[config.mk]
export PLATFORM = sky130hd
export DESIGN_NAME = obstacle_spawner_flat
export DESIGN_NICKNAME = d
export VERILOG_FILES = /design/src/rtl/obstacle_spawner_pkg.sv /design/src/rtl/obstacle_spawner_if.sv /design/src/rtl/lfsr16.sv /design/src/rtl/obstacle_spawner.sv /design/src/flat_wrapper.sv
export SDC_FILE = /design/constraint.sdc
export NUM_CORES = 1
export LEC_CHECK = 0
export ABC_AREA = 0
export CORE_ASPECT_RATIO = 1.4
export CORE_MARGIN = 4
export CORE_UTILIZATION = 48
export CTS_CLUSTER_DIAMETER = 200
export CTS_CLUSTER_SIZE = 40
export DETAILED_ROUTE_END_ITERATION = 10
export HOLD_SLACK_MARGIN = 0.06
export PLACE_DENSITY = 0.74
export SYNTH_ARGS = -nofsm -noshare
export SYNTH_HDL_FRONTEND = slang
export SYNTH_HIERARCHICAL = 1
export SYNTH_SLANG_ARGS = --single-unit
export TNS_END_PERCENT = 30
[constraint.sdc]
create_clock -name clk_i -period 3.1 [get_ports clk_i]
set_input_delay 0.31 -clock clk_i [delete_from_list [all_inputs] [get_ports clk_i]]
set_output_delay 0.31 -clock clk_i [all_outputs]
set_load 0.01 [all_outputs]
[src/rtl/obstacle_spawner_pkg.sv]
// Shared types and constants for the obstacle spawner and the LFSR it draws randomness from.
package obstacle_spawner_pkg;

    typedef enum logic [1:0] {
        SpawnIdle  = 2'd0,
        SpawnWait  = 2'd1,
        SpawnArmed = 2'd2
    } spawner_state_e;

    localparam logic [15:0] LfsrTaps = 16'hB400;

    // One step of a right-shifting Galois LFSR.
    function automatic logic [15:0] lfsr_next(input logic [15:0] s, input logic [15:0] taps);
        return (s >> 1) ^ (s[0] ? taps : 16'h0000);
    endfunction

endpackage

[src/rtl/obstacle_spawner_if.sv]
// Spawn request channel between the scheduler and one obstacle sprite.
interface obstacle_spawner_if;
    // spawn_o is a request held high until the consumer accepts it; the consumer accepts by
    // raising slot_free_i on a frame pulse. rand_o is stable for as long as spawn_o is high.
    logic       spawn_o;
    logic [1:0] rand_o;
    logic       slot_free_i;

    modport master (output spawn_o, output rand_o, input slot_free_i);
    modport slave  (input spawn_o, input rand_o, output slot_free_i);
endinterface

[src/rtl/lfsr16.sv]
// Free-running 16-bit Galois LFSR, shared by the obstacle, bird and cloud spawners.
module lfsr16
    import obstacle_spawner_pkg::*;
#(
    parameter logic [15:0] Seed = 16'hACE1,
    parameter logic [15:0] Taps = LfsrTaps
) (
    input  logic        clk_i,
    input  logic        rst_ni,
    input  logic        en_i,
    output logic [15:0] state_o
);

    // An all-zero state is a fixed point and would never leave it.
    if (Seed == 16'h0000) begin : g_seed_zero
        $fatal(1, "lfsr16: Seed must be nonzero");
    end

    logic [15:0] state;

    always_ff @(posedge clk_i or negedge rst_ni) begin
        if (!rst_ni) begin
            state <= Seed;
        end else if (en_i) begin
            state <= lfsr_next(state, Taps);
        end
    end

    assign state_o = state;

endmodule

[src/rtl/obstacle_spawner.sv]
// Schedules obstacle spawns: waits a random gap of frames, then holds a request until the
// sprite slot frees up. The minimum gap shrinks with play time to raise the difficulty.
module obstacle_spawner
    import obstacle_spawner_pkg::*;
#(
    parameter logic [15:0] Seed             = 16'hACE1,
    parameter int unsigned MinGapInit       = 40,
    parameter int unsigned FloorGap         = 16,
    parameter int unsigned GapRandBits      = 5,
    parameter int unsigned DifficultyFrames = 300
) (
    input  logic                      clk_i,
    input  logic                      rst_ni,
    input  logic                      next_frame_i,
    input  logic                      run_i,
    obstacle_spawner_if.master        spawn_if,
    output logic [7:0]                min_gap_o,
    output spawner_state_e            state_o
);

    if (MinGapInit + (32'd1 << GapRandBits) - 1 > 255) begin : g_gap_range
        $fatal(1, "obstacle_spawner: MinGapInit + 2^GapRandBits - 1 exceeds 255");
    end
    if (FloorGap > MinGapInit) begin : g_floor_range
        $fatal(1, "obstacle_spawner: FloorGap above MinGapInit");
    end
    if (DifficultyFrames == 0) begin : g_diff_range
        $fatal(1, "obstacle_spawner: DifficultyFrames must be nonzero");
    end

    localparam logic [1:0]  StIdle   = 2'd0;
    localparam logic [1:0]  StWait   = 2'd1;
    localparam logic [1:0]  StArmed  = 2'd2;

    localparam logic [7:0]  MinGap8  = 8'(MinGapInit);
    localparam logic [7:0]  Floor8   = 8'(FloorGap);
    localparam logic [15:0] DiffLast = 16'(DifficultyFrames - 1);
    localparam logic [15:0] RandMask = 16'((32'd1 << GapRandBits) - 1);

    logic [1:0]  state;
    logic [7:0]  gap_cnt;
    logic [15:0] diff_cnt;
    logic [7:0]  min_gap;
    logic [1:0]  rand_q;
    logic [15:0] lfsr;
    logic [7:0]  gap_value;
    logic [7:0]  init_gap;
    logic        frame_active;

    lfsr16 #(
        .Seed (Seed),
        .Taps (LfsrTaps)
    ) u_lfsr (
        .clk_i   (clk_i),
        .rst_ni  (rst_ni),
        .en_i    (1'b1),
        .state_o (lfsr)
    );

    // Gap loads always see the min_gap held before any same-edge difficulty step.
    assign gap_value    = 8'(16'(min_gap) + (lfsr & RandMask));
    assign init_gap     = 8'(16'(MinGap8) + (lfsr & RandMask));
    assign frame_active = next_frame_i && run_i && (state != StIdle);

    always_ff @(posedge clk_i or negedge rst_ni) begin
        if (!rst_ni) begin
            state    <= StIdle;
            gap_cnt  <= 8'd0;
            diff_cnt <= 16'd0;
            min_gap  <= MinGap8;
            rand_q   <= 2'd0;
        end else begin
            if (frame_active) begin
                if (diff_cnt == DiffLast) begin
                    diff_cnt <= 16'd0;
                    if (min_gap > Floor8) begin
                        min_gap <= min_gap - 8'd1;
                    end
                end else begin
                    diff_cnt <= diff_cnt + 16'd1;
                end
            end

            if (!run_i) begin
                state <= StIdle;
            end else begin
                case (state)
                    StIdle: begin
                        state    <= StWait;
                        gap_cnt  <= init_gap;
                        min_gap  <= MinGap8;
                        diff_cnt <= 16'd0;
                    end
                    StWait: begin
                        if (next_frame_i) begin
                            if (gap_cnt <= 8'd1) begin
                                state  <= StArmed;
                                rand_q <= lfsr[1:0];
                            end else begin
                                gap_cnt <= gap_cnt - 8'd1;
                            end
                        end
                    end
                    StArmed: begin
                        if (next_frame_i && spawn_if.slot_free_i) begin
                            state   <= StWait;
                            gap_cnt <= gap_value;
                        end
                    end
                    default: state <= StIdle;
                endcase
            end
        end
    end

    assign spawn_if.spawn_o = (state == StArmed) && run_i;
    assign spawn_if.rand_o  = rand_q;
    assign min_gap_o        = min_gap;
    assign state_o          = spawner_state_e'(state);

endmodule

[src/flat_wrapper.sv]
// flat-port wrapper written by rule: the top's interface ports become plain ports
module obstacle_spawner_flat import obstacle_spawner_pkg::*;
#(
    parameter logic [15:0] Seed             = 16'hACE1,
    parameter int unsigned MinGapInit       = 40,
    parameter int unsigned FloorGap         = 16,
    parameter int unsigned GapRandBits      = 5,
    parameter int unsigned DifficultyFrames = 300
)
  (clk_i, rst_ni, next_frame_i, run_i, min_gap_o, state_o, spawn_if_spawn_o, spawn_if_rand_o, spawn_if_slot_free_i);
  obstacle_spawner_if spawn_if_i ();
  input  logic clk_i;
  input  logic rst_ni;
  input  logic next_frame_i;
  input  logic run_i;
  output logic [7:0] min_gap_o;
  output spawner_state_e state_o;
  output wire logic [$bits(spawn_if_i.spawn_o)-1:0] spawn_if_spawn_o;
  output wire logic [$bits(spawn_if_i.rand_o)-1:0] spawn_if_rand_o;
  input wire logic [$bits(spawn_if_i.slot_free_i)-1:0] spawn_if_slot_free_i;
  assign spawn_if_spawn_o = spawn_if_i.spawn_o;
  assign spawn_if_rand_o = spawn_if_i.rand_o;
  assign spawn_if_i.slot_free_i = spawn_if_slot_free_i;
  obstacle_spawner #(.Seed(Seed), .MinGapInit(MinGapInit), .FloorGap(FloorGap), .GapRandBits(GapRandBits), .DifficultyFrames(DifficultyFrames)) u_core (.clk_i(clk_i), .rst_ni(rst_ni), .next_frame_i(next_frame_i), .run_i(run_i), .spawn_if(spawn_if_i), .min_gap_o(min_gap_o), .state_o(state_o));
endmodule
### After elaboration in Yosys (flattened, before gate mapping)

Index checks and enable logic that the tools add are counted.

| cells by class | value |
|---|---|
| muxes and demuxes | 19 |
| equal/unequal tests | 9 |
| add/subtract/negate cells | 5 |
| bitwise logic cells | 1 |
| reductions and logical operators | 10 |
| $lt $le $gt $ge | 2 |

Operators by type and width:

| kind | number |
|---|---|
| two-way mux 16 bit | 5 |
| two-way mux 8 bit | 8 |
| one-hot mux 8 bit (3 select lines) | 1 |
| adder 16 x 1 -> 16 bit, second input constant | 1 |
| == test 16 x 9 -> 1 bit, second input constant | 1 |
| subtractor 8 x 1 -> 8 bit, second input constant | 2 |
| bitwise XOR 15 x 16 -> 16 bit | 1 |
| adder 8 x 5 -> 8 bit | 1 |
| > comparator 8 x 5 -> 1 bit, second input constant | 1 |
| less-or-equal comparator 8 x 1 -> 1 bit, second input constant | 1 |
| two-way mux 2 bit | 4 |
| adder 6 x 5 -> 7 bit, first input constant | 1 |
| inequality test 3 x 2 -> 1 bit, second input constant | 2 |
| one-hot mux 2 bit (3 select lines) | 1 |
| AND reduction 5 bit | 1 |
| logical AND 1 bit | 4 |
| inequality test 2 bit, second input constant | 2 |
| AND reduction 4 bit | 1 |
| inequality test 3 bit, second input constant | 1 |
| AND reduction 3 bit | 1 |
| nonzero test 3 bit | 1 |
| == test 2 x 1 -> 1 bit, second input constant | 1 |
| == test 2 bit, second input constant | 1 |
| logical NOT 2 bit | 1 |
| other kinds (2) | 2 |

| word-level totals | value |
|---|---|
| bits in registers | 52 |
| input bits | 5 |

### Logic depth before layout (Yosys ltp)

Gate-level depths: netlist (run 1).

| depth | value |
|---|---|
| depth after elaboration | 6 |
| gate-level depth with buffers | 8 |

### By module

Netlist (run 1), hierarchy kept.

By module, submodules not included:

| module | times used | area an instance (µm²) | seq. area each (µm²) | cells each |
|---|---|---|---|---|
| obstacle_spawner | 1 | 2,532.4 | 903.4 | 274 |
| lfsr16 | 1 | 655.6 | 410.4 | 40 |

### Worst setup path after synthesis (run 1)

No wires, ideal clock.

| timing path | value |
|---|---|
| path kind | reg2reg |
| from | register u_core.u_lfsr.state[0] (netlist: u_core/u_lfsr/state_o[0]) |
| to | register u_core.gap_cnt[4] |
| data required time | 3,024 ps |
| setup slack | 1,092 ps |
| arrival | 1,932 ps |
| stages on the path, launching flop included | 9 |
| period minus slack after synthesis | 2,008 ps |
| library setup time | 76 ps |
| cells stage by stage | dfstp_2 ha_1 inv_1 fa_1 nor2b_1 o21ai_1 nor3b_1 o311a_1 o21ai_1 |

| between the ends | value |
|---|---|
| cells in the longest elaborated chain, start to end | 3 |
| elaborated cells on any way between the ends | 4 |
| those cells by class | add/sub (2); mux (2) |

Ends and longest elaborated chain:

| item | RTL line | source |
|---|---|---|
| start, declared | lfsr16.sv:19 | `logic [15:0] state;` |
| start signal, assigned | lfsr16.sv:25 | `state <= lfsr_next(state, Taps);` |
| adder 8 x 5 -> 8 bit | obstacle_spawner.sv:61 | `assign gap_value = 8'(16'(min_gap) + (lfsr & RandMask));` |
| two-way mux 8 bit | obstacle_spawner.sv:105 | `if (next_frame_i && spawn_if.slot_free_i) begin` |
| one-hot mux 8 bit (3 select lines) (*) | obstacle_spawner.sv:87 | `case (state)` |
| end signal, assigned | obstacle_spawner.sv:90 | `gap_cnt <= init_gap;` |
| end signal, assigned | obstacle_spawner.sv:100 | `gap_cnt <= gap_cnt - 8'd1;` |
| end signal, assigned | obstacle_spawner.sv:107 | `gap_cnt <= gap_value;` |
| end, declared | obstacle_spawner.sv:41 | `logic [7:0] gap_cnt;` |

Mark *: on every way between the ends. The rest lies on a longest branch, timed or not. The select of a mux whose other input is x is not followed.
A chain may end at the register's enable or synchronous reset.

### Final worst setup path (run 1)

| timing path | value |
|---|---|
| from | register u_core.state[0] (netlist: u_core/state_o[0]) |
| to | output spawn_if_spawn_o |

| between the ends | value |
|---|---|
| cells in the longest elaborated chain, start to end | 2 |

Ends and longest elaborated chain:

| item | RTL line | source |
|---|---|---|
| start, declared | obstacle_spawner.sv:40 | `logic [1:0] state;` |
| start signal, assigned | obstacle_spawner.sv:67 | `state <= StIdle;` |
| start signal, assigned | obstacle_spawner.sv:85 | `state <= StIdle;` |
| start signal, assigned | obstacle_spawner.sv:89 | `state <= StWait;` |
| == test 2 bit | obstacle_spawner.sv:116 | `assign spawn_if.spawn_o = (state == StArmed) && run_i;` |
| logical AND 1 bit | obstacle_spawner.sv:116 |  |
| end, declared | flat_wrapper.sv:18 | `output wire logic [$bits(spawn_if_i.spawn_o)-1:0] spawn_if_spawn_o;` |

No other way between the ends.

==> impl_metrics.toml, run 1 <==
[run_status]
run_status = "complete, no violations"

[global_route]
grt_use_total = 0.173
antenna_violations_before_repair = 0
grt_pass1_wl_mm = 11.1
grt_pass1_vias = 2385
global_route.overflow_total = 0
maximum_number_of_pins_on_one_net_before_global_route_repair = 31

[drt]
routed_wire_length_per_instance_um = 16.4
routed_via_density = 5.87
detailroute.via_count = 2385
final_antenna_net_count = 0
wl_mm = 6.66
detailedRoute.firstPassIterationCount = 4
first_iter_violations = 101
remaining_drc_errors = 0

[logic_synthesis]
fraction_of_the_mapped_netlist_area_in_adder_cells = 0.0691
synth.area.top_cells = "dfrtp_1 33%, dfstp_2 8.2%, ha_1 6.3%"
postSynth.topFlopCell = "dfrtp_1"
synth-compound-area-share = 0.129
post_synth.cell_area_avg_um2 = 10.2
simple_gate_share_of_the_synthesized_area = 0.206
yosys.cell_types.count = 63
syn_nets = 336
syn_warnings = 6
post_synth_instance_area_mm2 = 0.00319
synth_edf_count = 0
seq_area_frac_synth = 0.412
fraction_of_synthesized_area_in_multiplexers = 0.0734
ys_seq_elements = 52
yosysTopAreaCell = "dfrtp_1"
asyncSetResetFlopFracSynth = 1.00
synth_top_family_by_area = "simple AND/OR/NAND/NOR gates"
synth_top_cell_area_share = 0.330
synth_xor_area_frac = 0.0742
synthesis.instances = 314

[place]
portBuffers = 17
gpl.final_weighted_congestion = 0.824
detailedPlacementHpwl_mm = 4.88
dp.cells = 398
pre_cts_slack_ps = 863

[sta]
timing.hold.ws_ps = 53.8
fmaxAchievable_mhz = 433
slew_violations = 0
grt_setup_unrepaired = "no"
report.final.setup_viol = 0
hold_viol_final = 0
finClkSkew_ps = 8.58
timing.setup.tns_ps = 0
tightestPinTransition_ps = 726
min_period_ps = 2310
setup_slack_ps = 788
max_slew_margin = 0.516
post-route-period-util = 0.746

[floorplanning]
chipWidth_um = 76.9
overall_die_height_um = 104
core_region_area_mm2 = 0.00634
die_area_mm2 = 0.00803
initial_core_util = 0.503
placementRows = 34
count_of_boundary_i_o_pins = 18

[finish]
final_cell_mix = "42 x dfrtp_1, 31 x nor2_1, 28 x nand2_1, 16 x clkdlybuf4s50_1, 16 x ha_1"
layout.cells.most_common = "dfrtp_1"
layout-drive-gt1-share = 0.174
stdcell_count = 406
layout-area-overhead-vs-synth_pct = 10.4
layout.nets = 355
filler_cell_count = 554
antenna-diode-count = 0

[pwr]
max-vdd-ir-drop_uv = 290
powerDensity_mw_per_mm2 = 742
total_power_mw = 2.61
leakagePower_nw = 1.51

[clock_tree]
clkSinkCount = 52
cts_buffer_depth = 2
cts-resized-gates = 0
ctsRootBufferMaster = "clkbuf_8"
clk_transition_reported_paths_ps = 90
cts.repair_timing.setup_buffer_count = 0
postCtsHoldBufs = 0
clock_insertion_delay_at_the_later_pin_of_the_skew_report_ps = 300
htree_num_levels = 2
numCtsBuffers = 5
tritoncts = "done"

[critical_path]
worst_setup_path_end_kind = "output pin"
crit_arrival_ps = 2000
crit_chain = "inv_1, ha_1, and2_1, clkdlybuf4s50_1"
crit_type = "register to output pin"
critical_path.max_stage_delay_ps = 530
critPathMaxFanout = 12
crit_family = "buffers and inverters"
cell_with_the_biggest_individual_delay_on_the_critical_path = "clkdlybuf4s50_1"
critPathLaunchType = "register"
worstPathRequired_ps = 2790
critical_path.n_buffers_inverters = 2

[min_path]
worst_hold_class = "primary input to async pin"

[job]
maxCapViolCount = 0
-- sequential cells by signal, indices dropped and copies added (netlist names) --
name	cells
u_core/spawn_if.rand_o	2
u_core/state_o	2
u_core/diff_cnt	16
u_core/min_gap_o	8
u_core/u_lfsr/state_o	16
u_core/gap_cnt	8
-- layout make-up --
| cell class | instances | area (µm²) | share of cell area |
|---|---|---|---|
| well taps | 72 | 90.1 | 0.0256 |
| clock buffers | 6 | 72.6 | 0.0206 |
| clock inverters | 2 | 38.8 | 0.0110 |
| repair buffers | 20 | 188 | 0.0533 |
| inverters | 14 | 52.6 | 0.0149 |
| multi-input cells | 240 | 1760 | 0.501 |
| flip-flops and latches | 52 | 1310 | 0.373 |
-- synthesized netlist by cell type, types with 5 or more instances --
library cell	instances
nand2b_1	5
nor3_1	7
o211ai_1	5
nand2_1	28
xor2_1	14
ha_1	16
mux2i_1	5
dfstp_2	10
xnor2_1	13
o21ai_0	7
mux2_2	9
dfrtp_1	42
o21ai_2	5
inv_1	14
nor2_1	31
o21ai_1	8
a21oi_1	13
nand3_1	7
-- routing by layer --
| metal | vias up | global-route usage | wire (µm) | part of all wire |
|---|---|---|---|---|
| met2 | 44 | 0.316 | 3520 | 0.53 |
| met5 | - | 0 | 0 | 0 |
| met3 | 18 | 0.0295 | 191 | 0.029 |
| met1 | 1178 | 0.184 | 2690 | 0.40 |
| met4 | 0 | 0.0959 | 266 | 0.040 |
| li1 | 1145 | - | - | - |
-- final timing paths --
path | start | cells after the start | slack, ps | end
setup / recovery | u_core/state_o[0] | 4 | 790 | spawn_if_spawn_o
hold / removal | rst_ni | 1 | 50 | u_core/state_o[0]
setup reg to reg | u_core/u_lfsr/state_o[0] | 8 | 850 | u_core/gap_cnt[6]
hold reg to reg | u_core/spawn_if.rand_o[1] | 1 | 510 | u_core/spawn_if.rand_o[1]
max in group asynchronous | rst_ni | 2 | 2220 | u_core/min_gap_o[5]
min in group clk_i | u_core/spawn_if.rand_o[1] | 1 | 510 | u_core/spawn_if.rand_o[1]
-- per-stage QoR --
stage,cell area [µm²],utilization
2_1_floorplan,3190,-
3_3_place_gp,3410,0.538
3_5_place_dp,3410,0.538
4_1_cts,3520,0.555
5_1_grt,3520,0.555
6_report,3520,0.555
-- kinds of logic (layout without fill, tap and decap cells) --
family          after synthesis  after routing
other cells                   1              1
compound gates               57             57
buf+inv                      22             42
xor+xnor                     27             27
fa+ha+maj                    17             17
simple gates                118            118
mux                          20             20
flops                        52             52
-- where the power goes --
| group | total (mW) | switching (mW) | internal (mW) |
|---|---|---|---|
| clock | 0.471 | 0.227 | 0.244 |
| sequential | 1.08 | 0.197 | 0.887 |
| combinational | 1.06 | 0.560 | 0.496 |
Note: power is estimated with default switching activity, not from simulation.
==> run 2, diff against run 1 <==
- clock period: 3.1 -> 2.35 ns (I/O delays scaled with it)
==> run 2 against run 1 <==
Effect of this change: critical path depth unchanged; register-to-register slack worse by 590 ps; non-clock buffer count up 5; via count down 1.1%; worst setup slack lost 640 ps; critical path type unchanged; critical endpoint unchanged.
==> impl_metrics.toml, run 2 (synthesis results as in run 1) <==
[run_status]
run_status = "complete, no violations"

[sta]
timing.hold.ws_ps = 433
fmaxAchievable_mhz = 453
max_slew_margin = 0.608
min_period_ps = 2210
report.final.setup_viol = 0
timing.setup.tns_ps = 0
grt_setup_unrepaired = "no"
hold_viol_final = 0
slew_violations = 0
post-route-period-util = 0.939
finClkSkew_ps = 13.0
tightestPinTransition_ps = 588

[finish]
antenna-diode-count = 0
filler_cell_count = 553
finished_cell_area_mm2 = 0.00354
stdcell_count = 411
final_cell_mix = "42 x dfrtp_1, 31 x nor2_1, 28 x nand2_1, 16 x clkdlybuf4s50_1, 16 x ha_1"
layout-drive-gt1-share = 0.189
layout.nets = 360
layout-area-overhead-vs-synth_pct = 11.1
layout.cells.most_common = "dfrtp_1"

[global_route]
global_route.overflow_total = 0
grtUsageMet2 = 0.292
grt_use_met1 = 0.207
grt_use_total = 0.170
antenna_violations_before_repair = 0
maximum_number_of_pins_on_one_net_before_global_route_repair = 22
grt_pass1_vias = 2401
grt_pass1_wl_mm = 11.2
grt_most_used_layer = "met2"
globalRouteMet3Util = 0.0277

[clock_tree]
htree_num_levels = 2
ctsRootBufferMaster = "clkbuf_8"
clock_insertion_delay_at_the_later_pin_of_the_skew_report_ps = 300
tritoncts = "done"
clkSinkCount = 52
numCtsBuffers = 5
cts_buffer_depth = 2
clk_transition_reported_paths_ps = 90

[drt]
final_antenna_net_count = 0
wl_mm = 6.38
detailedRoute.firstPassIterationCount = 4
first_iter_violations = 120
remaining_drc_errors = 0
routed_via_density = 5.74
routed_wire_length_per_instance_um = 15.5
detailroute.via_count = 2359

[place]
detailedPlacementHpwl_mm = 4.79
post_dp_cell_area_mm2 = 0.00344
portBuffers = 17
dp.cells = 402
gpl.final_weighted_congestion = 0.866

[floorplanning]
die_area_mm2 = 0.00803
count_of_boundary_i_o_pins = 18
chipWidth_um = 76.9
placementRows = 34
initial_core_util = 0.503
core_region_area_mm2 = 0.00634
overall_die_height_um = 104

[min_path]
worst_hold_class = "primary input to async pin"

[critical_path]
crit_start = "u_core/state_o[0]"
critPathMaxFanout = 12
worst-r2r-cell-count = 7
launch_instance_of_the_worst_register_to_register_path = "u_core/min_gap_o[1]"
ff2ff_setup_slack_ps = 260
crit_type = "register to output pin"
worst_r2r_endpoint = "u_core/min_gap_o[4]"
worstPathRequired_ps = 2120
worst_setup_path_end_kind = "output pin"
critPathLaunchType = "register"
crit_arrival_ps = 1970

[pwr]
leakagePower_nw = 1.52
powerDensity_mw_per_mm2 = 945
max-vdd-ir-drop_uv = 383

[job]
maxCapViolCount = 0
run 2: power by group:
group	switching (mW)	internal, mW
logic	0.770	0.681
registers	0.226	1.17
clock network	0.293	0.208
run 2: per-stage QoR:
stage                     power, mW  worst slack [ps]   util
after floorplan                2.47               342      -
after global placement         2.83               271  0.542
after detailed placement       2.86               205  0.542
after CTS                      3.39               142  0.558
after global routing           3.62              57.7  0.559
final                          3.35               144  0.559
run 2: worst max-delay path, stage by stage, from the launching register on:
cell,delay [ps]
dfrtp_1,460
inv_1,110
ha_1,400
and2_1,180
clkdlybuf4s50_1,530
run 2: what timing repair did:
action | in CTS | in global routing
resized for setup | 0 | 1
hold buffers | 1 | 0
buffers inserted | 0 | 0
setup endpoints to repair | 0 | 1
hold endpoints to repair | 19 | 0
run 2: cell type report:
type / instances / area (µm²) / share of cell area
Multi-Input combinational cell: 240 / 1770 / 0.500
Clock inverter: 3 / 18.8 / 0.00530
Timing Repair Buffer: 25 / 228 / 0.0643
Sequential cell: 52 / 1310 / 0.371
Clock buffer: 5 / 68.8 / 0.0194
Inverter: 14 / 52.6 / 0.0148
Tap cell: 72 / 90.1 / 0.0254
run 2: how the worst max path moves through the flow:
stage	end	slack, ps
finish	spawn_if_spawn_o	140
detailed placement	u_core/gap_cnt[5]	200
CTS	spawn_if_spawn_o	140
global route	spawn_if_spawn_o	60
global placement	u_core/gap_cnt[5]	270
floorplan	u_core/gap_cnt[4]	340
run 2: metal layers:
metal  up-vias  wire, µm
li1       1154         -
met1      1154      2780
met2        38      3280
met3        13       156
met4         0       165
met5         -         0
